<file path="config.mk">
export PLATFORM = sky130hd
export DESIGN_NAME = control_sequencer_flat
export DESIGN_NICKNAME = d
export VERILOG_FILES = /design/src/rtl/control_sequencer_if.sv /design/src/rtl/control_sequencer.sv /design/src/flat_wrapper.sv
export SDC_FILE = /design/constraint.sdc
export NUM_CORES = 1
export LEC_CHECK = 0
export CORE_ASPECT_RATIO = 1.4
export CORE_MARGIN = 10
export CORE_UTILIZATION = 37
export CTS_CLUSTER_DIAMETER = 40
export DETAILED_ROUTE_END_ITERATION = 16
export PLACE_DENSITY = 0.9
export SLEW_MARGIN = 20
export SYNTH_ARGS = -nofsm -noshare
export SYNTH_HDL_FRONTEND = slang
export SYNTH_SLANG_ARGS = --single-unit
export TNS_END_PERCENT = 20
</file>
<file path="constraint.sdc">
create_clock -name clock -period 2.6 [get_ports clock]
set_clock_uncertainty 0.15 [all_clocks]
set_input_delay 0.78 -clock clock [delete_from_list [all_inputs] [get_ports clock]]
set_output_delay 0.78 -clock clock [all_outputs]
set_load 0.005 [all_outputs]
</file>
<file path="src/rtl/control_sequencer_if.sv">
// Control-unit bundle between the sequencer and the datapath: instruction and
// condition inputs toward the sequencer, strobes and ALU opcode back out.
interface control_sequencer_if;
    logic [31:0] ir;
    logic        conOut;
    logic        stop;

    logic        PCout, PCin, IncPC, MARin, MDRin, MDRout, IRin, Read;
    logic        Gra, Grb, Grc, Rin, Rout, BAout, Cout, conIn;
    logic        Yin, Zin, Zlowout, Zhighout, HIin, HIout, LOin, LOout;
    logic [4:0]  opcode;
    logic        run;

    modport master (
        input  ir, conOut, stop,
        output PCout, PCin, IncPC, MARin, MDRin, MDRout, IRin, Read,
        output Gra, Grb, Grc, Rin, Rout, BAout, Cout, conIn,
        output Yin, Zin, Zlowout, Zhighout, HIin, HIout, LOin, LOout,
        output opcode, run
    );

    modport slave (
        output ir, conOut, stop,
        input  PCout, PCin, IncPC, MARin, MDRin, MDRout, IRin, Read,
        input  Gra, Grb, Grc, Rin, Rout, BAout, Cout, conIn,
        input  Yin, Zin, Zlowout, Zhighout, HIin, HIout, LOin, LOout,
        input  opcode, run
    );
endinterface

</file>
<file path="src/rtl/control_sequencer.sv">
// Moore control sequencer: fetch, ALU and conditional-branch micro-sequences
// with a halt state; strobes are registered from the next-state decode.
module control_sequencer (
    input  logic                 clock,
    input  logic                 clear,
    control_sequencer_if.master  bus
);
    localparam int unsigned OP_W = 5;
    localparam logic [OP_W-1:0] OP_ADD    = OP_W'(5'b00011);
    localparam logic [OP_W-1:0] OP_ALU_HI = OP_W'(5'b01100);
    localparam logic [OP_W-1:0] OP_BRANCH = OP_W'(5'b10010);
    localparam logic [OP_W-1:0] OP_HALT   = OP_W'(5'b11011);

    typedef enum logic [3:0] {
        RST, FETCH0, FETCH1, FETCH2, ALU3, ALU4, ALU5,
        BR3, BR4, BR5, BR6, HALT
    } state_t;

    typedef struct packed {
        logic            pc_out;
        logic            pc_in;
        logic            inc_pc;
        logic            mar_in;
        logic            mdr_in;
        logic            mdr_out;
        logic            ir_in;
        logic            read;
        logic            gra;
        logic            grb;
        logic            grc;
        logic            r_in;
        logic            r_out;
        logic            c_out;
        logic            con_in;
        logic            y_in;
        logic            z_in;
        logic            zlow_out;
        logic            run;
        logic [OP_W-1:0] opcode;
    } ctrl_t;

    state_t          state_q, state_d;
    ctrl_t           ctrl_q, ctrl_d;
    logic [OP_W-1:0] ir_op;
    logic            unused_ir;

    assign ir_op     = bus.ir[31:27];
    assign unused_ir = ^bus.ir[26:0];

    // State register; clear drops straight back to RST
    always_ff @(posedge clock or negedge clear) begin
        if (!clear) state_q <= RST;
        else        state_q <= state_d;
    end

    // Next-state; stop is only honoured at instruction boundaries
    always_comb begin
        state_d = state_q;
        unique case (state_q)
            RST:    state_d = FETCH0;
            FETCH0: state_d = FETCH1;
            FETCH1: state_d = FETCH2;
            FETCH2: begin
                if (ir_op <= OP_ALU_HI)     state_d = ALU3;
                else if (ir_op == OP_BRANCH) state_d = BR3;
                else if (ir_op == OP_HALT)   state_d = HALT;
                else                         state_d = bus.stop ? HALT : FETCH0;
            end
            ALU3:   state_d = ALU4;
            ALU4:   state_d = ALU5;
            ALU5:   state_d = bus.stop ? HALT : FETCH0;
            BR3:    state_d = BR4;
            BR4:    state_d = BR5;
            BR5:    state_d = BR6;
            BR6:    state_d = bus.stop ? HALT : FETCH0;
            HALT:   state_d = HALT;
            default: state_d = RST;
        endcase
    end

    // Strobe decode of the state being entered, so the registers track state_q
    always_comb begin
        ctrl_d     = '0;
        ctrl_d.run = (state_d != RST) && (state_d != HALT);
        unique case (state_d)
            FETCH0: begin
                ctrl_d.pc_out = 1'b1;
                ctrl_d.mar_in = 1'b1;
                ctrl_d.inc_pc = 1'b1;
                ctrl_d.z_in   = 1'b1;
                ctrl_d.opcode = OP_ADD;
            end
            FETCH1: begin
                ctrl_d.zlow_out = 1'b1;
                ctrl_d.pc_in    = 1'b1;
                ctrl_d.read     = 1'b1;
                ctrl_d.mdr_in   = 1'b1;
            end
            FETCH2: begin
                ctrl_d.mdr_out = 1'b1;
                ctrl_d.ir_in   = 1'b1;
            end
            ALU3: begin
                ctrl_d.grb   = 1'b1;
                ctrl_d.r_out = 1'b1;
                ctrl_d.y_in  = 1'b1;
            end
            ALU4: begin
                ctrl_d.grc    = 1'b1;
                ctrl_d.r_out  = 1'b1;
                ctrl_d.z_in   = 1'b1;
                ctrl_d.opcode = ir_op;
            end
            ALU5: begin
                ctrl_d.zlow_out = 1'b1;
                ctrl_d.gra      = 1'b1;
                ctrl_d.r_in     = 1'b1;
            end
            BR3: begin
                ctrl_d.gra    = 1'b1;
                ctrl_d.r_out  = 1'b1;
                ctrl_d.con_in = 1'b1;
            end
            BR4: begin
                ctrl_d.pc_out = 1'b1;
                ctrl_d.y_in   = 1'b1;
            end
            BR5: begin
                ctrl_d.c_out  = 1'b1;
                ctrl_d.z_in   = 1'b1;
                ctrl_d.opcode = OP_ADD;
            end
            BR6:     ctrl_d.zlow_out = 1'b1;
            default: ctrl_d.run      = 1'b0;
        endcase
    end

    always_ff @(posedge clock or negedge clear) begin
        if (!clear) ctrl_q <= '0;
        else        ctrl_q <= ctrl_d;
    end

    assign bus.PCout   = ctrl_q.pc_out;
    // Branch-taken load of PC follows the live condition flag during BR6
    assign bus.PCin    = ctrl_q.pc_in | ((state_q == BR6) & bus.conOut);
    assign bus.IncPC   = ctrl_q.inc_pc;
    assign bus.MARin   = ctrl_q.mar_in;
    assign bus.MDRin   = ctrl_q.mdr_in;
    assign bus.MDRout  = ctrl_q.mdr_out;
    assign bus.IRin    = ctrl_q.ir_in;
    assign bus.Read    = ctrl_q.read;
    assign bus.Gra     = ctrl_q.gra;
    assign bus.Grb     = ctrl_q.grb;
    assign bus.Grc     = ctrl_q.grc;
    assign bus.Rin     = ctrl_q.r_in;
    assign bus.Rout    = ctrl_q.r_out;
    assign bus.Cout    = ctrl_q.c_out;
    assign bus.conIn   = ctrl_q.con_in;
    assign bus.Yin     = ctrl_q.y_in;
    assign bus.Zin     = ctrl_q.z_in;
    assign bus.Zlowout = ctrl_q.zlow_out;
    assign bus.opcode  = ctrl_q.opcode;
    assign bus.run     = ctrl_q.run;

    // Strobes with no user in this instruction subset
    assign bus.BAout    = 1'b0;
    assign bus.Zhighout = 1'b0;
    assign bus.HIin     = 1'b0;
    assign bus.HIout    = 1'b0;
    assign bus.LOin     = 1'b0;
    assign bus.LOout    = 1'b0;
endmodule

</file>
<file path="src/flat_wrapper.sv">
// flat-port wrapper written by rule: the top's interface ports become plain ports
module control_sequencer_flat 
  (clock, clear, bus_ir, bus_conOut, bus_stop, bus_PCout, bus_PCin, bus_IncPC, bus_MARin, bus_MDRin, bus_MDRout, bus_IRin, bus_Read, bus_Gra, bus_Grb, bus_Grc, bus_Rin, bus_Rout, bus_BAout, bus_Cout, bus_conIn, bus_Yin, bus_Zin, bus_Zlowout, bus_Zhighout, bus_HIin, bus_HIout, bus_LOin, bus_LOout, bus_opcode, bus_run);
  control_sequencer_if bus_i ();
  input  logic clock;
  input  logic clear;
  input wire logic [$bits(bus_i.ir)-1:0] bus_ir;
  input wire logic [$bits(bus_i.conOut)-1:0] bus_conOut;
  input wire logic [$bits(bus_i.stop)-1:0] bus_stop;
  output wire logic [$bits(bus_i.PCout)-1:0] bus_PCout;
  output wire logic [$bits(bus_i.PCin)-1:0] bus_PCin;
  output wire logic [$bits(bus_i.IncPC)-1:0] bus_IncPC;
  output wire logic [$bits(bus_i.MARin)-1:0] bus_MARin;
  output wire logic [$bits(bus_i.MDRin)-1:0] bus_MDRin;
  output wire logic [$bits(bus_i.MDRout)-1:0] bus_MDRout;
  output wire logic [$bits(bus_i.IRin)-1:0] bus_IRin;
  output wire logic [$bits(bus_i.Read)-1:0] bus_Read;
  output wire logic [$bits(bus_i.Gra)-1:0] bus_Gra;
  output wire logic [$bits(bus_i.Grb)-1:0] bus_Grb;
  output wire logic [$bits(bus_i.Grc)-1:0] bus_Grc;
  output wire logic [$bits(bus_i.Rin)-1:0] bus_Rin;
  output wire logic [$bits(bus_i.Rout)-1:0] bus_Rout;
  output wire logic [$bits(bus_i.BAout)-1:0] bus_BAout;
  output wire logic [$bits(bus_i.Cout)-1:0] bus_Cout;
  output wire logic [$bits(bus_i.conIn)-1:0] bus_conIn;
  output wire logic [$bits(bus_i.Yin)-1:0] bus_Yin;
  output wire logic [$bits(bus_i.Zin)-1:0] bus_Zin;
  output wire logic [$bits(bus_i.Zlowout)-1:0] bus_Zlowout;
  output wire logic [$bits(bus_i.Zhighout)-1:0] bus_Zhighout;
  output wire logic [$bits(bus_i.HIin)-1:0] bus_HIin;
  output wire logic [$bits(bus_i.HIout)-1:0] bus_HIout;
  output wire logic [$bits(bus_i.LOin)-1:0] bus_LOin;
  output wire logic [$bits(bus_i.LOout)-1:0] bus_LOout;
  output wire logic [$bits(bus_i.opcode)-1:0] bus_opcode;
  output wire logic [$bits(bus_i.run)-1:0] bus_run;
  assign bus_i.ir = bus_ir;
  assign bus_i.conOut = bus_conOut;
  assign bus_i.stop = bus_stop;
  assign bus_PCout = bus_i.PCout;
  assign bus_PCin = bus_i.PCin;
  assign bus_IncPC = bus_i.IncPC;
  assign bus_MARin = bus_i.MARin;
  assign bus_MDRin = bus_i.MDRin;
  assign bus_MDRout = bus_i.MDRout;
  assign bus_IRin = bus_i.IRin;
  assign bus_Read = bus_i.Read;
  assign bus_Gra = bus_i.Gra;
  assign bus_Grb = bus_i.Grb;
  assign bus_Grc = bus_i.Grc;
  assign bus_Rin = bus_i.Rin;
  assign bus_Rout = bus_i.Rout;
  assign bus_BAout = bus_i.BAout;
  assign bus_Cout = bus_i.Cout;
  assign bus_conIn = bus_i.conIn;
  assign bus_Yin = bus_i.Yin;
  assign bus_Zin = bus_i.Zin;
  assign bus_Zlowout = bus_i.Zlowout;
  assign bus_Zhighout = bus_i.Zhighout;
  assign bus_HIin = bus_i.HIin;
  assign bus_HIout = bus_i.HIout;
  assign bus_LOin = bus_i.LOin;
  assign bus_LOout = bus_i.LOout;
  assign bus_opcode = bus_i.opcode;
  assign bus_run = bus_i.run;
  control_sequencer u_core (.clock(clock), .clear(clear), .bus(bus_i));
endmodule
</file>
### Word-level counts from Yosys, hierarchy flattened

Cells that the tools add are included.

* order comparisons: 1
* eq/ne operators: 24
* mux-type cells: 21
* bitwise operators: 2
* reductions and logical operators: 12

Operator list (number)
* $pmux 4 s11: 1
* $eq 4x3->1 const B: 8
* $eq 4x4->1 const B: 7
* $eq 4x2->1 const B: 4
* $mux 4: 4
* $mux 1: 13
* $eq 5x5->1 const B: 2
* $pmux 5 s2: 1
* $reduce_or 10->1: 1
* $reduce_or 2->1: 5
* $reduce_or 3->1: 3
* $eq 4x1->1 const B: 2
* $le 5x4->1 const B: 1
* $logic_not 4->1: 1
* $mux 2: 2
* $ne 4x4->1 const B: 1
* $reduce_bool 4->1: 1
* $and 1x1->1: 1
* $logic_and 1x1->1: 1
* $or 1x1->1: 1

* register bits: 26
* input bits: 36
* word-level logic and storage cells: 79

### Longest topological paths before layout

Gate-level depths: netlist of the first run.

* depth in word-level cells: 8
* depth in mapped cells: 7

### Worst setup path after synthesis of the first run

Ideal clock, no wire load.

* path type: in2reg
* start point: input bus_ir[28]
* end point: register u_core.ctrl_q, in the netlist u_core.bus.PCout
* library setup time: 95 ps
* data arrival time: 1879 ps
* data required time: 2355 ps
* setup slack: 476 ps
* stages on the path: 5
* buffers on the path: 0
* cells stage by stage: o211ai_1 -> a21bo_4 -> o32ai_2 -> or4b_4 -> o31ai_1

RTL lines
* from (decl): RTL line flat_wrapper.sv:7 `input wire logic [$bits(bus_i.ir)-1:0] bus_ir;`
* to (signal assigned): RTL line control_sequencer.sv:140 `else ctrl_q <= ctrl_d;`
* to (decl): RTL line control_sequencer.sv:43 `ctrl_t ctrl_q, ctrl_d;`

### Final worst setup path of the first run

* start point: input bus_conOut
* end point: output bus_PCin

* word-level cells in the longest chain between the ends: 2

Ends and longest elaborated chain
* from (decl): RTL line flat_wrapper.sv:8 `input wire logic [$bits(bus_i.conOut)-1:0] bus_conOut;`
* $and 1x1->1: RTL line control_sequencer.sv:145 `assign bus.PCin = ctrl_q.pc_in | ((state_q == BR6) & bus.conOut);`
* $or 1x1->1: RTL line control_sequencer.sv:145
* to (decl): RTL line flat_wrapper.sv:11 `output wire logic [$bits(bus_i.PCin)-1:0] bus_PCin;`

Every way passes these cells.

==> results of run 1 <==
==> worst paths after layout <==
path                       slack [ps]                 to  depth (start not counted)
max                                60           bus_PCin                          3
min                               460   u_core.bus.PCout                          2
max reg2reg                       460     u_core.bus.run                          6
min reg2reg                       460   u_core.bus.PCout                          2
max in group asynchronous        1370   u_core.bus.IncPC                          2
min in group asynchronous         700  u_core.state_q[2]                          2
==> through the flow <==
stage | instance area (um^2) | setup TNS [ps] | hold WS (ps) | setup WS (ps)
after detailed placement | 1526 | -911.4 | 429.1 | -222.4
after global routing | 1602 | 0 | 492.0 | 9.783
after CTS | 1597 | 0 | 451.3 | 7.276
after floorplan | 1135 | 0 | 334.4 | 475.6
after global placement | 1526 | -409.5 | 417.7 | -229.9
final | 1602 | 0 | 455.1 | 61.41
==> report_power, final <==
part / switching (uW) / internal (uW)
registers: 63.6 / 498
clock network: 115 / 206
logic: 429 / 501
total: 608 / 1200
==> flip-flops by register name (all words and copies together) (netlist names) <==
signal	cells
u_core.bus.opcode	5
u_core.state_q	4
u_core.bus.Cout	1
u_core.bus.Gra	1
u_core.bus.Grb	1
u_core.bus.Grc	1
u_core.bus.IRin	1
u_core.bus.IncPC	1
u_core.bus.PCout	1
u_core.bus.Rin	1
u_core.bus.Rout	1
u_core.bus.Yin	1
u_core.bus.Zin	1
u_core.bus.Zlowout	1
u_core.bus.conIn	1
u_core.bus.run	1
u_core.ctrl_q	1
==> final cells by class <==
type / count / area, um^2
inverter: 10 / 37.54
timing repair buffer: 48 / 440.4
tap: 37 / 46.29
clock buffer: 3 / 41.29
clock inverter: 1 / 30.03
multi-input combinational: 64 / 405.4
fill: 239 / 1276
sequential: 24 / 600.6
==> logic make-up after synthesis <==
family	synth area share [%]
and+or+nand+nor	17.49
AOI/OAI and AO/OA	15.70
DFF	53.81
buffers and inverters	11.88
xor gates and xnor gates	0.7849
other	0.3360
==> cells in the mapped netlist (all sizes together) (2+ instances only) <==
library cell,n,area (um^2)
o32ai,2,25.03
nor2,8,30.03
nor3,3,15.01
o31ai,2,15.01
inv,10,37.53
and2,2,12.51
nand2,5,18.77
and3b,2,17.52
dfrtp,24,600.6
a21oi,11,55.05
nand3,3,15.01
nand2b,3,18.77
nor4,2,12.51
buf,12,91.33
==> tightest hold or removal path: stages, from the launching register on <==
cell	delay, ps
dfrtp_1	400
inv_2	80
o31ai_1	70
==> routing by layer <==
metal / GRT usage (%) / up-vias
li1: - / 436
met1: 9.527 / 465
met2: 18.34 / 45
met3: 3.158 / 4
met4: 7.266 / 0
met5: 0 / -
==> results.sh, run 1 <==
export IMPL_ant_nets=0
export IMPL_async_flop_share_pct=100.0
export IMPL_crit_slowest_cell="clkdlybuf4s50_1"
export IMPL_cellPowerDensity_nw_per_um2=1132
export IMPL_worstHoldPathType="reg -> reg"
export IMPL_path_cells="clkdlybuf4s50_1 > a41o_1 > clkdlybuf4s15_1"
export IMPL_synth_edf_count=0
export IMPL_crit_buf_inv=2
export IMPL_clkLatencyLatePin_ps=270
export IMPL_synth_area_per_cell_um2=10.53
export IMPL_overflow=0
export IMPL_ys_warn_count=0
export IMPL_drc=0
export IMPL_cts_sinks=24
export IMPL_finalNonFillerCells=187
export IMPL_post_cts_resized=1
export IMPL_die_area_um2=5644
export IMPL_hold_viol_final=0
export IMPL_drive_gt1_share_pct=17.33
export IMPL_hold_start="u_core.state_q[0]"
export IMPL_cp_required_ps=1670
export IMPL_final_common_cell="clkdlybuf4s50_1"
export IMPL_crit_start="bus_conOut"
export IMPL_die_w_um=66.42
export IMPL_relSlewSlack_pct=62.02
export IMPL_path_max_fanout=1
export IMPL_utilization_pct=55.65
export IMPL_p_leak_uw=0.0007648
export IMPL_worstSetupPathType="in -> out"
export IMPL_cp_start_kind="primary input"
export IMPL_drt_iter0_drc=32
export IMPL_routabilityCongestion=0.8327
export IMPL_mappedNetlistArea_um2=1116
export IMPL_cts_root_buf="clkbuf_8"
export IMPL_ios=66
export IMPL_grt_pass1_wl_mm=4.588
export IMPL_cts_buffer_depth=2
export IMPL_syn_inst=106
export IMPL_yosys_cell_types_count=35
export IMPL_htreeDepth=1
export IMPL_grtUsageTotal_pct=10.33
export IMPL_clk_pin_slew_ps=90
export IMPL_r2r_start="u_core.state_q[2]"
export IMPL_dp_hpwl_mm=2.200
export IMPL_grt_pass1_vias=983
export IMPL_wl_per_cell_um=14.86
export IMPL_path_delay_family="buffers and inverters"
export IMPL_area_growth_synth_to_final_pct=43.50
export IMPL_n_antenna_cell=0
export IMPL_die_y_um=84.99
export IMPL_ys_flop_type="dfrtp_1"
export IMPL_layout_common_cells="clkdlybuf4s50_1, dfrtp_1, buf_4"
export IMPL_critPathCaptureType="primary output"
export IMPL_layout_min_cycle_time_ps=2539
export IMPL_grt_max_degree=25
export IMPL_synth_seq_cells=24
export IMPL_worst_pin_slew_ps=565.3
export IMPL_antenna_found_initial=0
export IMPL_power_uw=1813
export IMPL_cts_hold_buf=0
export IMPL_rows=23
export IMPL_met3_wirelength_um=205
export IMPL_wl_met1_mm=1.006
export IMPL_cp_slowest_stage_delay_ps=400
export IMPL_maxCapViolCount=0
export IMPL_ys_seq_area_share_pct=53.81
export IMPL_drt_total_wl_mm=2.778
export IMPL_maxUsedRoutingLayer="met4"
export IMPL_cts_tree="done"
export IMPL_rsz0062_at_grt="false"
export IMPL_io_buffers=32
export IMPL_post_cts_setup_buffers=0
export IMPL_nNetsFinal=187
export IMPL_firstDrtPassIters=4
export IMPL_outcome="complete, no violations"
export IMPL_wl_met2_mm=1.515
export IMPL_cts_buffers=3
export IMPL_post_drt_via_cell_ratio=5.080
export IMPL_start_util_pct=38.78
export IMPL_dp_cells=183
export IMPL_peakVddDrop_uv=508.8
export IMPL_crit_arrival_ps=1610
export IMPL_setup_violations=0
export IMPL_vias=950
export IMPL_design_core_area_um2=2878
export IMPL_fmax_mhz=393.9
export IMPL_drv_slew=0
export IMPL_finalCritPeriodShare_pct=97.64
Note: power is estimated with default switching activity, not from simulation.
==> inputs of run 2 (changes only) <==
--- a/config.mk
+++ b/config.mk
@@ -10,7 +10,7 @@
 export CORE_UTILIZATION = 37
 export CTS_CLUSTER_DIAMETER = 40
 export DETAILED_ROUTE_END_ITERATION = 16
-export PLACE_DENSITY = 0.9
+export PLACE_DENSITY = 0.79
 export SLEW_MARGIN = 20
 export SYNTH_ARGS = -nofsm -noshare
 export SYNTH_HDL_FRONTEND = slang
==> run 2 against run 1 <==
  * Die area is the same
  * Critical path depth unchanged
  * First-iteration DRC count is 6.3% lower
  * Sequential share of layout area grew 0.27 points
  * Highest routed layer unchanged
  * Largest power group unchanged
  * Hold slack improved by 3.1 ps
==> results.sh, run 2 (synthesis gave the netlist of run 1 again) <==
export IMPL_maxCapViolCount=0
export IMPL_p_switching_uw=604.9
export IMPL_post_drt_via_cell_ratio=5.011
export IMPL_p_leak_uw=0.0007593
export IMPL_multiInputGateArea_um2=401.6
export IMPL_firstDrtPassIters=4
export IMPL_post_cts_setup_buffers=0
export IMPL_fin_area_um2=1590
export IMPL_die_w_um=66.42
export IMPL_drt_total_wl_mm=2.804
export IMPL_drt_iter0_drc=30
export IMPL_fill_cells=241
export IMPL_seqCellArea_um2=600.6
export IMPL_grtUsageTotal_pct=10.07
export IMPL_n_antenna_cell=0
export IMPL_switching_share_pct=33.48
export IMPL_io_buffers=32
export IMPL_ios=66
export IMPL_start_util_pct=38.78
export IMPL_grt_pass1_wl_mm=4.485
export IMPL_ant_nets=0
export IMPL_cts_buffers=3
export IMPL_finalNonFillerCells=186
export IMPL_die_area_um2=5644
export IMPL_drive_gt1_share_pct=16.11
export IMPL_cp_required_ps=1670
export IMPL_finalCritPeriodShare_pct=97.60
export IMPL_wl_per_cell_um=15.08
export IMPL_path_max_fanout=1
export IMPL_largest_reg_flops=5
export IMPL_routabilityCongestion=0.8093
export IMPL_clkLatencyLatePin_ps=270
export IMPL_hold_viol_final=0
export IMPL_critPathCaptureType="primary output"
export IMPL_cts_tree="done"
export IMPL_placed_area_um2=1519
export IMPL_final_common_cell="clkdlybuf4s50_1"
export IMPL_setup_violations=0
export IMPL_dp_cells=182
export IMPL_rsz0062_at_grt="false"
export IMPL_cts_buffer_depth=2
export IMPL_setup_slack_ps=62.42
export IMPL_worstHoldPathType="reg -> reg"
export IMPL_htreeDepth=1
export IMPL_cts_root_buf="clkbuf_8"
export IMPL_design_core_area_um2=2878
export IMPL_overflow=0
export IMPL_cp_start_kind="primary input"
export IMPL_nNetsFinal=186
export IMPL_fmax_mhz=394.1
export IMPL_layout_min_cycle_time_ps=2538
export IMPL_area_growth_synth_to_final_pct=42.49
export IMPL_peakVddDrop_uv=612.0
export IMPL_rows=23
export IMPL_vias=932
export IMPL_cellPowerDensity_nw_per_um2=1136
export IMPL_drc=0
export IMPL_crit_arrival_ps=1610
export IMPL_dp_hpwl_mm=2.136
export IMPL_outcome="complete, no violations"
export IMPL_clk_pin_slew_ps=80
export IMPL_comb_power_share_pct=50.7
export IMPL_relSlewSlack_pct=58.61
export IMPL_clock_power_share_pct=18.2
export IMPL_antenna_found_initial=0
export IMPL_cts_sinks=24
export IMPL_worstSetupPathType="in -> out"
export IMPL_cts_hold_buf=0
export IMPL_worst_pin_slew_ps=616.1
export IMPL_layout_common_cells="clkdlybuf4s50_1, dfrtp_1, buf_4"
export IMPL_grt_pass1_vias=973
export IMPL_die_y_um=84.99
export IMPL_drv_slew=0
export IMPL_place_ws_ps=-230.9
export IMPL_grt_max_degree=25
export IMPL_p_seq_share_pct=31.1
export IMPL_fin_setup_tns_ps=0
export IMPL_p_int_uw=1202
==> run 2: critical path, stage by stage <==
cell and delay, ps:
clkdlybuf4s50_1 400, a41o_1 220, clkdlybuf4s15_1 200
==> run 2: timing repair <==
action                                  CTS  global route
resized for setup                         1             1
endpoints found under the setup margin    1             1
cloned                                    0             0
==> run 2: path summary, 6_finish.rpt <==
| kind | start | endpoint | slack (ps) | depth (start not counted) |
|---|---|---|---|---|
| setup / recovery | bus_conOut | bus_PCin | 60 | 3 |
| hold / removal | u_core.state_q[0] | u_core.bus.PCout | 460 | 2 |
| setup reg to reg | u_core.state_q[1] | u_core.bus.PCout | 580 | 5 |
| hold reg to reg | u_core.state_q[0] | u_core.bus.PCout | 460 | 2 |
| max in group asynchronous | clear | u_core.state_q[0] | 1360 | 2 |
| min in group asynchronous | clear | u_core.bus.Grc | 720 | 2 |
==> run 2: per-stage QoR <==
stage | hold WS, ps | power, uW | utilization [%]
after floorplan | 334.4 | 1054 | -
after global placement | 418.3 | 1437 | 52.78
after detailed placement | 444.9 | 1479 | 52.78
after CTS | 454.6 | 1805 | 55.22
after global routing | 483.0 | 1921 | 55.26
final | 458.2 | 1807 | 55.26
==> run 2: layer usage <==
metal / share of wire [%] / track usage, % / wire [um] / up-vias
met5: 0 / 0 / 0 / -
met4: 2.6 / 5.545 / 74 / 0
met3: 8.0 / 2.763 / 223 / 7
met2: 53 / 17.82 / 1484 / 47
met1: 36 / 10.16 / 1021 / 443
li1: - / - / - / 435
==> run 2: cell type report <==
type	instances	area share [%]
Sequential cell	24	37.77
Timing Repair Buffer	47	27.22
Multi-Input combinational cell	64	25.26
Tap cell	37	2.911
Clock buffer	3	2.596
Inverter	10	2.360
Clock inverter	1	1.888
==> run 2: power by group through the flow <==
stage / Combinational (uW) / Sequential [uW] / Clock (uW)
after floorplan: 490 / 563 / 0
after global placement: 877 / 559 / 0
after global routing: 999 / 573 / 349
final: 916 / 563 / 329
after detailed placement: 909 / 570 / 0
after CTS: 915 / 563 / 328
==> inputs of run 3 (changes only) <==
--- a/config.mk
+++ b/config.mk
@@ -7,10 +7,12 @@
 export LEC_CHECK = 0
 export CORE_ASPECT_RATIO = 1.4
 export CORE_MARGIN = 10
-export CORE_UTILIZATION = 37
+export CORE_UTILIZATION = 38
+export CTS_BUF_LIST = sky130_fd_sc_hd__clkbuf_8
 export CTS_CLUSTER_DIAMETER = 40
 export DETAILED_ROUTE_END_ITERATION = 16
-export PLACE_DENSITY = 0.79
+export MAX_ROUTING_LAYER = met4
+export PLACE_DENSITY = 0.81
 export SLEW_MARGIN = 20
 export SYNTH_ARGS = -nofsm -noshare
 export SYNTH_HDL_FRONTEND = slang
==> run 3 against run 2 <==
  * Fmax barely moved
  * Final area grew 0.47%
  * Register-to-register slack worse by 40 ps
  * Clock power is 3% lower
  * Sequential cell count stayed put
  * Combinational power fell by 0.4%
  * Via count fell by 2.5%
  * Sequential power fell by 1%
  * First-iteration DRC count is 17% lower
  * Routed wire length shrank 2.4%
  * Hold slack lost 13 ps
  * Critical path depth unchanged
==> results.sh, run 3 (synthesis gave the netlist of run 1 again) <==
export IMPL_path_max_fanout=1
export IMPL_nNetsFinal=187
export IMPL_grt_pass1_vias=984
export IMPL_grt_max_degree=25
export IMPL_clkLatencyLatePin_ps=260
export IMPL_wl_met1_um=995
export IMPL_die_y_um=84.13
export IMPL_overflow=0
export IMPL_worstSetupPathType="in -> out"
export IMPL_cts_buffer_depth=2
export IMPL_maxUsedRoutingLayer="met4"
export IMPL_power_uw=1788
export IMPL_wl_met2_mm=1.497
export IMPL_final_common_cell="clkdlybuf4s50_1"
export IMPL_p_switching_uw=586.5
export IMPL_peakVddDrop_uv=531.0
export IMPL_finalCritPeriodShare_pct=97.54
export IMPL_layout_min_cycle_time_ps=2536
export IMPL_firstDrtPassIters=4
export IMPL_antenna_found_initial=0
export IMPL_critPathCaptureType="primary output"
export IMPL_switching_share_pct=32.79
export IMPL_die_w_um=65.80
export IMPL_routabilityCongestion=0.8259
export IMPL_rows=23
export IMPL_cp_required_ps=1670
export IMPL_post_drt_via_cell_ratio=4.861
export IMPL_setup_violations=0
export IMPL_p_seq_share_pct=31.1
export IMPL_cts_buffers=3
export IMPL_wl_per_cell_um=14.64
export IMPL_p_int_uw=1202
export IMPL_grtUsageTotal_pct=10.92
export IMPL_layout_common_cells="clkdlybuf4s50_1, dfrtp_1, buf_4"
export IMPL_rsz0062_at_grt="false"
export IMPL_drc=0
export IMPL_relSlewSlack_pct=58.26
export IMPL_path_cells="clkdlybuf4s50_1 > a41o_1 > clkdlybuf4s15_1"
export IMPL_cellPowerDensity_nw_per_um2=1119
export IMPL_outcome="complete, no violations"
export IMPL_drive_gt1_share_pct=16.67
export IMPL_crit_slowest_cell="clkdlybuf4s50_1"
export IMPL_drv_slew=0
export IMPL_ios=66
export IMPL_p_leak_uw=0.0007641
export IMPL_cp_slowest_stage_delay_ps=400
export IMPL_worst_pin_slew_ps=621.3
export IMPL_htreeDepth=1
export IMPL_dp_cells=183
export IMPL_post_cts_setup_buffers=0
export IMPL_place_ws_ps=-226.0
export IMPL_vias=909
export IMPL_setup_slack_ps=63.88
export IMPL_start_util_pct=39.17
export IMPL_hold_viol_final=0
export IMPL_cts_sinks=24
export IMPL_cts_root_buf="clkbuf_8"
export IMPL_grt_pass1_wl_mm=4.616
export IMPL_die_area_um2=5535
export IMPL_clock_power_share_pct=17.9
export IMPL_design_core_area_um2=2849
export IMPL_comb_power_share_pct=51.0
export IMPL_maxCapViolCount=0
export IMPL_io_buffers=32
export IMPL_drt_iter0_drc=25
export IMPL_fmax_mhz=394.3
export IMPL_cp_start_kind="primary input"
export IMPL_largest_reg_flops=5
export IMPL_dp_hpwl_mm=2.126
export IMPL_area_growth_synth_to_final_pct=43.16
export IMPL_cts_tree="done"
export IMPL_drt_total_wl_mm=2.738
export IMPL_crit_arrival_ps=1610
export IMPL_worstHoldPathType="reg -> reg"
export IMPL_finalNonFillerCells=187
export IMPL_clk_pin_slew_ps=80
export IMPL_n_antenna_cell=0
export IMPL_met3_wirelength_um=166
export IMPL_ant_nets=0
run 3: changes by cell type in the layout (fill, tap and decap cells not counted):
cell   delta
buf_4     +1
run 3: critical path: cells and delay by family:
kind / cells / cell delay [ps]
compound gates: 1 / 230
buf+inv: 2 / 600
run 3: per-stage QoR:
step	cell area (um^2)	setup TNS [ps]	utilization, %	hold WS [ps]
4_1_cts	1597	0	56.04	443.4
5_1_grt	1598	0	56.08	491.6
3_5_place_dp	1526	-754.9	53.58	418.4
6_report	1598	0	56.08	445.4
3_3_place_gp	1526	-539.9	53.58	417.8
2_1_floorplan	1135	0	-	334.4
run 3: final timing paths:
| check | start | end | slack, ps | depth (start not counted) |
|---|---|---|---|---|
| min in group asynchronous | clear | u_core.bus.Zin | 710 | 2 |
| setup / recovery | bus_conOut | bus_PCin | 60 | 3 |
| hold / removal | u_core.state_q[0] | u_core.bus.PCout | 450 | 2 |
| setup reg to reg | u_core.state_q[1] | u_core.bus.opcode[1] | 540 | 5 |
| max in group asynchronous | clear | u_core.bus.Rout | 1360 | 2 |
| hold reg to reg | u_core.state_q[0] | u_core.bus.PCout | 450 | 2 |
run 3: area by class of cell:
class | count | area (um^2)
clock buffers | 3 | 41.29
clock inverters | 1 | 30.03
fillers | 228 | 1251
inverters | 10 | 37.54
multi-input cells | 64 | 401.6
flip-flops and latches | 24 | 600.6
well taps | 37 | 46.29
repair buffers | 48 | 440.4
run 3: per-layer routing:
metal,vias up,global-route usage [%]
li1,435,-
met1,431,10.60
met2,34,18.96
met3,9,1.882
met4,0,7.031
met5,-,-
run 3: power groups by stage:
stage	registers (uW)	logic [uW]	clock network, uW
after detailed placement	565	911	0
final	556	912	320
after global placement	559	878	0
after CTS	558	917	327
after global routing	570	1010	351
after floorplan	563	490	0
run 3: repair_timing:
action	in CTS	in global routing
endpoints found under the setup margin	1	1
gates cloned	0	0
hold buffers	0	0
gates resized for setup	1	1
